<file path="config.mk">
export PLATFORM = sky130hd
export DESIGN_NAME = add_share_arb
export DESIGN_NICKNAME = d
export VERILOG_FILES = /design/src/rtl/add_share_arb_pkg.sv /design/src/rtl/add_share_arb_rr_grant.sv /design/src/rtl/add_unit.sv /design/src/rtl/add_share_arb.sv
export SDC_FILE = /design/constraint.sdc
export NUM_CORES = 1
export LEC_CHECK = 0
export ABC_AREA = 0
export ABC_CLOCK_PERIOD_IN_PS = 3080
export CAP_MARGIN = 20
export CORE_UTILIZATION = 41
export CTS_CLUSTER_DIAMETER = 100
export CTS_CLUSTER_SIZE = 14
export DETAILED_ROUTE_END_ITERATION = 8
export GPL_TIMING_DRIVEN = 1
export PLACE_DENSITY_LB_ADDON = 0.1
export SYNTH_ARGS = -nofsm -noshare
export SYNTH_HDL_FRONTEND = slang
export SYNTH_HIERARCHICAL = 1
export SYNTH_SLANG_ARGS = --single-unit
</file>
<file path="constraint.sdc">
create_clock -name clk -period 3.08 [get_ports clk]
set_input_delay 0.924 -clock clk [delete_from_list [all_inputs] [get_ports clk]]
set_output_delay 0.924 -clock clk [all_outputs]
set_load 0.01 [all_outputs]
</file>
<file path="src/rtl/add_share_arb_pkg.sv">
// add_share_arb_pkg
// Shared constants and types for the shared-adder arbiter.
//   ADD_OUT_WIDTH   : adder operand/result width used across the TNN datapath
//   ADD_ARB_NUM_REQ : default number of requesters sharing one adder
//   ADD_ARB_IDX_W   : width of a requester ID
//   arb_state_e     : arbiter FSM encoding (IDLE = free arbitration, LOCK = burst owner holds adder)
//   rr_wrap_inc     : increment a requester index with wrap-around
package add_share_arb_pkg;

    localparam int ADD_OUT_WIDTH   = 16;
    localparam int ADD_ARB_NUM_REQ = 4;
    localparam int ADD_ARB_IDX_W   = $clog2(ADD_ARB_NUM_REQ);

    typedef enum logic {
        ARB_IDLE = 1'b0,
        ARB_LOCK = 1'b1
    } arb_state_e;

    // Next round-robin start position after requester 'id' was served.
    function automatic int rr_wrap_inc(input int id, input int n);
        return (id + 1 >= n) ? 0 : id + 1;
    endfunction

endpackage

</file>
<file path="src/rtl/add_share_arb_rr_grant.sv">
// rr_grant
// Combinational round-robin grant: picks the first asserted request at or after
// ptr_i, scanning upward and wrapping from NUM_REQ-1 to 0.
//   req_i  : request vector
//   ptr_i  : scan start position (must be < NUM_REQ)
//   gnt_o  : one-hot grant (all zero when nothing requests)
//   id_o   : encoded ID of the granted requester (0 when none)
//   any_o  : a grant was issued
module rr_grant #(
    parameter int NUM_REQ = 4,
    parameter int IDX_W   = $clog2(NUM_REQ)
) (
    input  logic [NUM_REQ-1:0] req_i,
    input  logic [IDX_W-1:0]   ptr_i,
    output logic [NUM_REQ-1:0] gnt_o,
    output logic [IDX_W-1:0]   id_o,
    output logic               any_o
);

    always_comb begin
        int idx;
        idx   = 0;
        gnt_o = '0;
        id_o  = '0;
        any_o = 1'b0;
        for (int k = 0; k < NUM_REQ; k++) begin
            idx = int'(ptr_i) + k;
            if (idx >= NUM_REQ) begin
                idx = idx - NUM_REQ;
            end
            if (!any_o && req_i[idx]) begin
                any_o      = 1'b1;
                gnt_o[idx] = 1'b1;
                id_o       = IDX_W'(idx);
            end
        end
    end

endmodule

</file>
<file path="src/rtl/add_unit.sv">
// add_unit
// Registered two-operand adder, one cycle of latency. The carry out is dropped,
// so the result wraps modulo 2^data_in_width.
//   clk    : clock
//   rst_n  : asynchronous active-low reset (clears the sum register)
//   a_i    : operand A
//   b_i    : operand B
//   sum_o  : registered (a_i + b_i)
module add_unit #(
    parameter int data_in_width = 16
) (
    input  logic                     clk,
    input  logic                     rst_n,
    input  logic [data_in_width-1:0] a_i,
    input  logic [data_in_width-1:0] b_i,
    output logic [data_in_width-1:0] sum_o
);

    logic [data_in_width-1:0] sum_q;

    always_ff @(posedge clk or negedge rst_n) begin
        if (!rst_n) begin
            sum_q <= '0;
        end else begin
            sum_q <= a_i + b_i;
        end
    end

    assign sum_o = sum_q;

endmodule

</file>
<file path="src/rtl/add_share_arb.sv">
// add_share_arb
// Shares one registered adder among NUM_REQ requesters. Round-robin arbitration
// with optional burst locking; each operation is tagged with its requester ID and
// the result is strobed back one-hot two edges after the handshake.
//   clk          : clock
//   rst_n        : asynchronous active-low reset; discards in-flight operations
//   req_valid_i  : per-requester operation request
//   req_last_i   : final operation of a burst (ignored when LOCK_EN=0)
//   req_a_i      : packed operand A, requester i at [i*DATA_W +: DATA_W]
//   req_b_i      : packed operand B, same packing
//   req_ready_o  : one-hot grant; handshake = req_valid_i[i] & req_ready_o[i]
//   rsp_valid_o  : one-hot single-cycle result strobe
//   rsp_data_o   : result, broadcast to all requesters
//   rsp_id_o     : owner of rsp_data_o
//   locked_o     : a burst lock is held
//   busy_o       : an operation is in flight or a lock is held
module add_share_arb
    import add_share_arb_pkg::*;
#(
    parameter int NUM_REQ = ADD_ARB_NUM_REQ,
    parameter int DATA_W  = ADD_OUT_WIDTH,
    parameter int IDX_W   = $clog2(NUM_REQ),
    parameter bit LOCK_EN = 1'b1
) (
    input  logic                      clk,
    input  logic                      rst_n,
    input  logic [NUM_REQ-1:0]        req_valid_i,
    input  logic [NUM_REQ-1:0]        req_last_i,
    input  logic [NUM_REQ*DATA_W-1:0] req_a_i,
    input  logic [NUM_REQ*DATA_W-1:0] req_b_i,
    output logic [NUM_REQ-1:0]        req_ready_o,
    output logic [NUM_REQ-1:0]        rsp_valid_o,
    output logic [DATA_W-1:0]         rsp_data_o,
    output logic [IDX_W-1:0]          rsp_id_o,
    output logic                      locked_o,
    output logic                      busy_o
);

    arb_state_e         state_q, state_d;
    logic [IDX_W-1:0]   owner_q, owner_d;
    logic [IDX_W-1:0]   ptr_q, ptr_d;
    logic [NUM_REQ-1:0] req_mask;

    logic [NUM_REQ-1:0] gnt;
    logic [IDX_W-1:0]   gnt_id;
    logic               hs;

    logic [DATA_W-1:0]  sel_a, sel_b;
    logic [DATA_W-1:0]  op_a_q, op_b_q;
    logic               s1_valid_q, s2_valid_q;
    logic [IDX_W-1:0]   s1_tag_q, s2_tag_q;
    logic [DATA_W-1:0]  sum;

    // While locked only the owner may compete, so an absent owner blocks everyone.
    rr_grant #(
        .NUM_REQ (NUM_REQ),
        .IDX_W   (IDX_W)
    ) u_rr_grant (
        .req_i   (req_valid_i & req_mask),
        .ptr_i   (ptr_q),
        .gnt_o   (gnt),
        .id_o    (gnt_id),
        .any_o   (hs)
    );

    assign req_ready_o = gnt;

    // ---------------- FSM: state register ----------------
    always_ff @(posedge clk or negedge rst_n) begin
        if (!rst_n) begin
            state_q <= ARB_IDLE;
            owner_q <= '0;
        end else begin
            state_q <= state_d;
            owner_q <= owner_d;
        end
    end

    // ---------------- FSM: next state ----------------
    always_comb begin
        state_d = state_q;
        owner_d = owner_q;
        case (state_q)
            ARB_IDLE: begin
                if (LOCK_EN && hs && !req_last_i[gnt_id]) begin
                    state_d = ARB_LOCK;
                    owner_d = gnt_id;
                end
            end
            ARB_LOCK: begin
                if (hs && req_last_i[gnt_id]) begin
                    state_d = ARB_IDLE;
                end
            end
            default: state_d = ARB_IDLE;
        endcase
    end

    // ---------------- FSM: outputs ----------------
    always_comb begin
        locked_o = 1'b0;
        req_mask = '1;
        if (state_q == ARB_LOCK) begin
            locked_o = 1'b1;
            req_mask = NUM_REQ'(1) << owner_q;
        end
    end

    // Pointer only advances on handshakes that leave the arbiter free, so the
    // requester after a burst owner gets first chance once the burst ends.
    always_comb begin
        ptr_d = ptr_q;
        if (hs && state_d == ARB_IDLE) begin
            ptr_d = IDX_W'(rr_wrap_inc(int'(gnt_id), NUM_REQ));
        end
    end

    always_ff @(posedge clk or negedge rst_n) begin
        if (!rst_n) begin
            ptr_q <= '0;
        end else begin
            ptr_q <= ptr_d;
        end
    end

    // ---------------- Pipeline ----------------
    assign sel_a = req_a_i[int'(gnt_id)*DATA_W +: DATA_W];
    assign sel_b = req_b_i[int'(gnt_id)*DATA_W +: DATA_W];

    always_ff @(posedge clk or negedge rst_n) begin
        if (!rst_n) begin
            op_a_q     <= '0;
            op_b_q     <= '0;
            s1_valid_q <= 1'b0;
            s1_tag_q   <= '0;
            s2_valid_q <= 1'b0;
            s2_tag_q   <= '0;
        end else begin
            if (hs) begin
                op_a_q   <= sel_a;
                op_b_q   <= sel_b;
                s1_tag_q <= gnt_id;
            end
            s1_valid_q <= hs;
            s2_valid_q <= s1_valid_q;
            s2_tag_q   <= s1_tag_q;
        end
    end

    add_unit #(
        .data_in_width (DATA_W)
    ) u_add_unit (
        .clk   (clk),
        .rst_n (rst_n),
        .a_i   (op_a_q),
        .b_i   (op_b_q),
        .sum_o (sum)
    );

    generate
        for (genvar gi = 0; gi < NUM_REQ; gi++) begin : g_rsp
            assign rsp_valid_o[gi] = s2_valid_q && (s2_tag_q == IDX_W'(gi));
        end
    endgenerate

    assign rsp_data_o = sum;
    assign rsp_id_o   = s2_tag_q;
    assign busy_o     = s1_valid_q | s2_valid_q | locked_o;

endmodule

</file>
* Word-level counts from Yosys, hierarchy flattened
Cells that the tools add are included.
** Word-level totals
- Word-level logic and storage cells :: 111
- Output and inout bits :: 28
- Input port bits :: 138
- Bits in registers :: 59
** Operators by class
- Muxes and demuxes :: 44
- Reductions and logical operators :: 20
- $lt $le $gt $ge :: 14
- Add/subtract/negate cells :: 9
- Bitwise logic cells :: 8
- Eq/ne operators :: 3
- Shift-type cells :: 3
** Operators by type and width (number)
- 32-bit by 1-bit greater-or-equal comparator with 1-bit output, second input constant :: 4
- 32-bit by 4-bit less-than comparator with 1-bit output, second input constant :: 4
- 32-bit two-way mux :: 4
- 64-bit by 7-bit variable part select with 16-bit output :: 2
- 32-bit by 4-bit greater-or-equal comparator with 1-bit output, second input constant :: 3
- 32-bit by 4-bit subtractor with 32-bit output, second input constant :: 3
- 1-bit two-way mux :: 20
- 4-bit two-way mux :: 5
- 16-bit adder :: 1
- 1-bit logical AND :: 14
- 4-bit bitwise OR :: 3
- 1-bit binary-select mux with 2-bit select :: 5
- 2-bit two-way mux :: 5
- 1-bit demux with 2-bit select :: 4
- 2-bit by 1-bit adder with 3-bit output, second input constant :: 2
- 2-bit by 2-bit adder with 3-bit output, second input constant :: 2
- 4-bit bitwise AND :: 1
- 2-bit == test, second input constant :: 2
- 1-bit logical NOT :: 4
- 1-bit by 2-bit left shift with 4-bit output, first input constant :: 1
- 2-bit by 3-bit subtractor with 4-bit output, second input constant :: 1
- 2-bit by 3-bit greater-or-equal comparator with 1-bit output, second input constant :: 1
- 3-bit greater-or-equal comparator, second input constant :: 1
- 2-bit by 3-bit less-than comparator with 1-bit output, second input constant :: 1
- 6 further kinds :: 8

* Depth between registers and ports, before layout
- Depth in word-level cells :: 24
- Mapped depth :: 13
- Depth with buffers taken out :: 9

* Hierarchy
Netlist, hierarchy kept.
** By module, submodules not included
- add_share_arb :: times used 1, seq. area each 1076.0 um2, cells each 153, area an instance 2597.5 um2
- add_unit :: times used 1, seq. area each 400.4 um2, cells each 123, area an instance 1253.7 um2
- rr_grant :: times used 1, seq. area each 0.0 um2, cells each 48, area an instance 459.2 um2

* Least setup slack after synthesis
No wires, ideal clock.
- Path kind :: input port to flip-flop
- From :: input req_valid_i[3]
- To :: register op_b_q[11]
- Stages on the path :: 8
- Slack :: -0.343 ns
- Library setup time :: 0.125 ns
- Arrival time :: 3.298 ns
- Buffers on the path :: 3
- Data required time :: 2.955 ns
- Path through :: a21boi_0 > mux4_2 > clkbuf_1 > o31ai_1 > buf_6 > buf_12 > mux4_2 > mux2_4
** On the way
- Word-level cells in the longest chain between the ends :: 15
- Elaborated cells between the ends (all ways) :: 28
- Those cells by class :: 1 x shift; 20 x mux; 1 x bitwise; 6 x reduce/logical
** RTL lines
- from (decl) :: line add_share_arb.sv:27 : input logic [NUM_REQ-1:0] req_valid_i,
- 4-bit bitwise AND * :: line add_share_arb.sv:59 : .req_i (req_valid_i & req_mask),
- 1-bit binary-select mux with 2-bit select :: line add_share_arb_rr_grant.sv:31 : if (!any_o && req_i[idx]) begin
- 1-bit two-way mux (not written as such) (2 in series) :: line add_share_arb_rr_grant.sv:31
- 1-bit two-way mux :: line add_share_arb_rr_grant.sv:31
- 1-bit logical NOT :: line add_share_arb_rr_grant.sv:31
- 1-bit logical AND :: line add_share_arb_rr_grant.sv:31
- 1-bit two-way mux :: line add_share_arb_rr_grant.sv:31
- 1-bit logical NOT :: line add_share_arb_rr_grant.sv:31
- 1-bit logical AND :: line add_share_arb_rr_grant.sv:31
- 1-bit two-way mux :: line add_share_arb_rr_grant.sv:31
- 1-bit logical NOT :: line add_share_arb_rr_grant.sv:31
- 1-bit logical AND :: line add_share_arb_rr_grant.sv:31
- 2-bit two-way mux * :: line add_share_arb_rr_grant.sv:31
- named net gnt_id[0] :: line add_share_arb.sv:45 : logic [IDX_W-1:0] gnt_id;
- 64-bit by 7-bit variable part select with 16-bit output * :: line add_share_arb.sv:128 : assign sel_b = req_b_i[int'(gnt_id)*DATA_W +: DATA_W];
- to (signal assigned) :: line add_share_arb.sv:141 : op_b_q <= sel_b;
- to (decl) :: line add_share_arb.sv:49 : logic [DATA_W-1:0] op_a_q, op_b_q;
Mark *: on every way through the listed nets, which the timed path passes. The rest lies on a longest branch. The select of a mux whose other input is x is not followed.
A chain may end at the register's enable or synchronous reset.

* Worst setup path in the final report
- From :: input req_valid_i[1]
- To :: output req_ready_o[2]
** On the way
- Word-level cells in the longest chain between the ends :: 14
- Elaborated cells between the ends (all ways) :: 29
- Those cells by class :: 19 x mux; 4 x bitwise; 6 x reduce/logical
** RTL lines
- 4-bit bitwise AND * :: line add_share_arb.sv:59
- 1-bit binary-select mux with 2-bit select :: line add_share_arb_rr_grant.sv:31
- 1-bit two-way mux (not written as such) (2 in series) :: line add_share_arb_rr_grant.sv:31
- 1-bit two-way mux :: line add_share_arb_rr_grant.sv:31
- 1-bit logical NOT :: line add_share_arb_rr_grant.sv:31
- 1-bit logical AND :: line add_share_arb_rr_grant.sv:31
- 1-bit two-way mux :: line add_share_arb_rr_grant.sv:31
- 1-bit logical NOT :: line add_share_arb_rr_grant.sv:31
- 1-bit logical AND :: line add_share_arb_rr_grant.sv:31
- 1-bit two-way mux :: line add_share_arb_rr_grant.sv:31
- 1-bit logical NOT :: line add_share_arb_rr_grant.sv:31
- 1-bit logical AND :: line add_share_arb_rr_grant.sv:31
- 4-bit two-way mux * :: line add_share_arb_rr_grant.sv:31
- to (decl) :: line add_share_arb.sv:31 : output logic [NUM_REQ-1:0] req_ready_o,
Every way passes the cells marked *; elsewhere a longest branch is shown, timed or not. The select of a mux whose other input is x is not followed.

==> results.py <==
metrics = {
    "outcome": {
        "status": "finished with violations",
        "violations": "setup timing",
    },
    "final_layout": {
        "areaGrowthSynthToFinish_pct": 60.8,
        "num-fill-cells": 782,
        "drive_gt1_share_pct": 31.6,
        "multi_input_area_mm2": 0.00283,
        "seqCellArea_mm2": 0.00148,
        "final_nets": 694,
        "post-route-util_pct": 67.4,
        "antenna_cells": 0,
    },
    "worst_hold_path": {
        "hp-class": "reg -> reg",
    },
    "timing": {
        "drv_slew": 0,
        "tns_ns": -12.03,
        "clock.fmax_mhz": 285,
        "rsz0062_at_grt": "true",
        "period_needed_ns": 3.51,
        "tightest_slew_ns": 0.641,
        "setup_slack_ns": -0.428,
        "hold_ws_ns": 0.369,
        "hold_viol": 0,
        "min_period_over_period_pct": 114,
        "setup_viol": 41,
        "clock_skew_ns": 0.00755,
        "slew_headroom_pct": 57.3,
    },
    "cts": {
        "insertion_delay_ns": 0.33,
        "cts_root_buffer": "clkbuf_8",
        "clock_path_buffers": 2,
        "h-tree-depth": 3,
        "cts_made_buffers": 9,
        "clk_pin_slew_ns": 0.06,
        "cts_tree": "yes",
        "cts_sinks": 59,
        "cts_hold_buf": 0,
    },
    "grt": {
        "grt_usage_pct": 21.7,
        "grt_pass1_vias": 3778,
        "grt_pass1_wl_mm": 18.6,
        "antenna_found_initial": 0,
        "grt_overflow": 0,
        "grt_max_degree": 33,
    },
    "pwr": {
        "cellLeakagePower_nw": 2.92,
        "ir_drop_mv": 0.916,
        "power_density_mw_per_mm2": 1640,
    },
    "logic_synthesis": {
        "synth-seq-cells": 59,
        "synth-main-ff-cell": "dfrtp_1",
        "ys_seq_area_share_pct": 34.3,
        "synth_nets": 487,
        "synth_top_area_share_pct": 34.3,
        "synth_warnings": 6,
        "synth_cells": 324,
        "synth_common_cells": "dfrtp_1 (59), mux4_2 (28), ha_1 (24), mux2_4 (20), mux2_2 (17)",
        "async_flop_share_pct": 100,
        "synth_edf_count": 0,
        "yosys.area.top_type": "dfrtp_1",
        "netlist-cell-type-count": 60,
        "avgSynthCellArea_um2": 13.3,
        "netlist_area_mm2": 0.00431,
        "yosysMostFrequentCell": "dfrtp_1",
        "synth_area_leaders": "dfrtp_1 (34%), mux4_2 (15%), ha_1 (7.0%)",
    },
    "drt": {
        "drt_wl_total_mm": 11.5,
        "dr_total_vias": 3587,
        "wl_per_cell_um": 17.2,
        "routed_via_density": 5.35,
        "route.detailed.drc": 0,
        "drt_iter0_drc": 132,
        "drtPass1Iterations": 4,
        "ant_nets": 0,
    },
    "setup_path": {
        "arrival_ns": 2.58,
        "worst-path-max-fanout": 4,
        "cp-end-kind": "output pin",
        "critPathLaunchType": "input port",
        "r2r_cells": 14,
        "critPathKind": "in -> out",
        "r2r-start": "owner_q[1]$_DFFE_PN0P_",
        "cp.required_ns": 2.16,
        "worstReg2RegEnd": "op_b_q[2]$_DFFE_PN0P_",
        "crit_path_end": "req_ready_o[2]",
        "r2r_setup_slack_ns": -0.23,
        "startpoint": "req_valid_i[1]",
    },
    "flow_run": {
        "maxCapViolCount": 0,
    },
    "floorplanning": {
        "initial_core_util_pct": 41.9,
        "die_h_um": 105,
        "die_width_um": 105,
        "dieArea_mm2": 0.0109,
        "pin_count": 166,
        "core_area_mm2": 0.0103,
        "rows": 37,
    },
    "placement": {
        "dp_slack_ns": -1.09,
        "port_buffers": 165,
        "hpwl_mm": 8.25,
        "place_congestion": 0.811,
    },
}
## cells by family (layout without fill, tap and decap cells)
group	Yosys count	count (layout)	synth area share [%]
XOR/XNOR	12	12	2.44
adder cells (fa/ha/maj)	25	25	7.43
flip-flops	59	59	34.3
buffers and inverters	29	240	4.53
AO/OA/AOI/OAI	60	60	11.1
AND/OR/NAND/NOR	62	62	8.45
multiplexers	77	77	31.8
## placed cells by master (no fill, tap or decap), types with 4 or more instances in the layout
master	Yosys	layout
a21oi_1	6	6
clkbuf_8	0	12
inv_1	10	10
xor2_1	7	7
nand2b_1	7	5
ha_1	24	24
dfrtp_1	59	59
buf_6	4	12
a22oi_1	9	7
nor2_1	11	9
mux2_2	17	4
buf_16	0	4
o21ai_1	3	7
mux4_2	28	31
buf_2	10	6
mux2_4	20	33
o21ai_0	11	6
nand2_1	9	9
buf_12	2	8
clkdlybuf4s50_1	0	156
nor3_1	7	6
buf_4	0	27
mux4_1	8	5
xnor2_1	5	5
## sequential cells by signal, indices dropped and copies added, names as in the netlist
name and count:
op_a_q 16, op_b_q 16, owner_q 2, ptr_q 2, rsp_id_o 2, s1_tag_q 2
s1_valid_q 1, s2_valid_q 1, state_q 1, u_add_unit/sum_o 16
## timing repair
| action | in CTS | in global routing |
|---|---|---|
| setup buffers | 16 | 3 |
| endpoints found under the setup margin | 42 | 41 |
| gates resized for setup | 67 | 8 |
| pin swaps | 5 | 4 |
| cloned | 4 | 1 |
## per-layer routing
| metal | track usage, % | share of wire (%) | up-vias |
|---|---|---|---|
| li1 | - | - | 1686 |
| met1 | 26.2 | 42 | 1740 |
| met2 | 38.9 | 51 | 149 |
| met3 | 5.05 | 6.3 | 12 |
| met4 | 5.20 | 0.94 | 0 |
| met5 | 0 | 0 | - |
## final cells by class
cell class,count,share of cell area (%)
Timing Repair Buffer,215,32.3
Multi-Input combinational cell,236,40.8
Sequential cell,59,21.3
Inverter,10,0.542
Clock buffer,13,2.44
Clock inverter,2,0.144
Tap cell,136,2.46
## through the flow
stage | power, mW | instances | cell area, um^2
floorplan | 7.38 | 324 | 4420
global placement | 9.13 | 635 | 6350
detailed placement | 9.24 | 635 | 6350
CTS | 11.2 | 669 | 6860
global route | 12.1 | 671 | 6930
finish | 11.3 | 671 | 6930
## worst min path at each step
stage	start	to	slack, ns	cells past startpoint
floorplan	s1_valid_q$_DFF_PN0_	s2_valid_q$_DFF_PN0_	0.35	0
global placement	s1_valid_q$_DFF_PN0_	s2_valid_q$_DFF_PN0_	0.35	0
detailed placement	s1_valid_q$_DFF_PN0_	s2_valid_q$_DFF_PN0_	0.35	0
CTS	s1_valid_q$_DFF_PN0_	s2_valid_q$_DFF_PN0_	0.37	0
global route	s1_tag_q[1]$_DFFE_PN0P_	rsp_id_o[1]$_DFF_PN0_	0.38	0
finish	s1_valid_q$_DFF_PN0_	s2_valid_q$_DFF_PN0_	0.37	0
## critical path, cell delays in order
cell and delay, ns:
buf_6 0.09, a21boi_4 0.14, mux4_2 0.53, nor4b_4 0.34, buf_4 0.19, buf_6 0.09, a22oi_2 0.04, o21ai_1 0.09
buf_2 0.15
## power breakdown
group	total [mW]	internal, mW	switching (mW)
clock network	0.632	0.351	0.281
registers	1.52	1.28	0.243
logic	9.18	5.42	3.77
total	11.3	7.05	4.29
No activity file was read; power rests on OpenSTA's default activity.
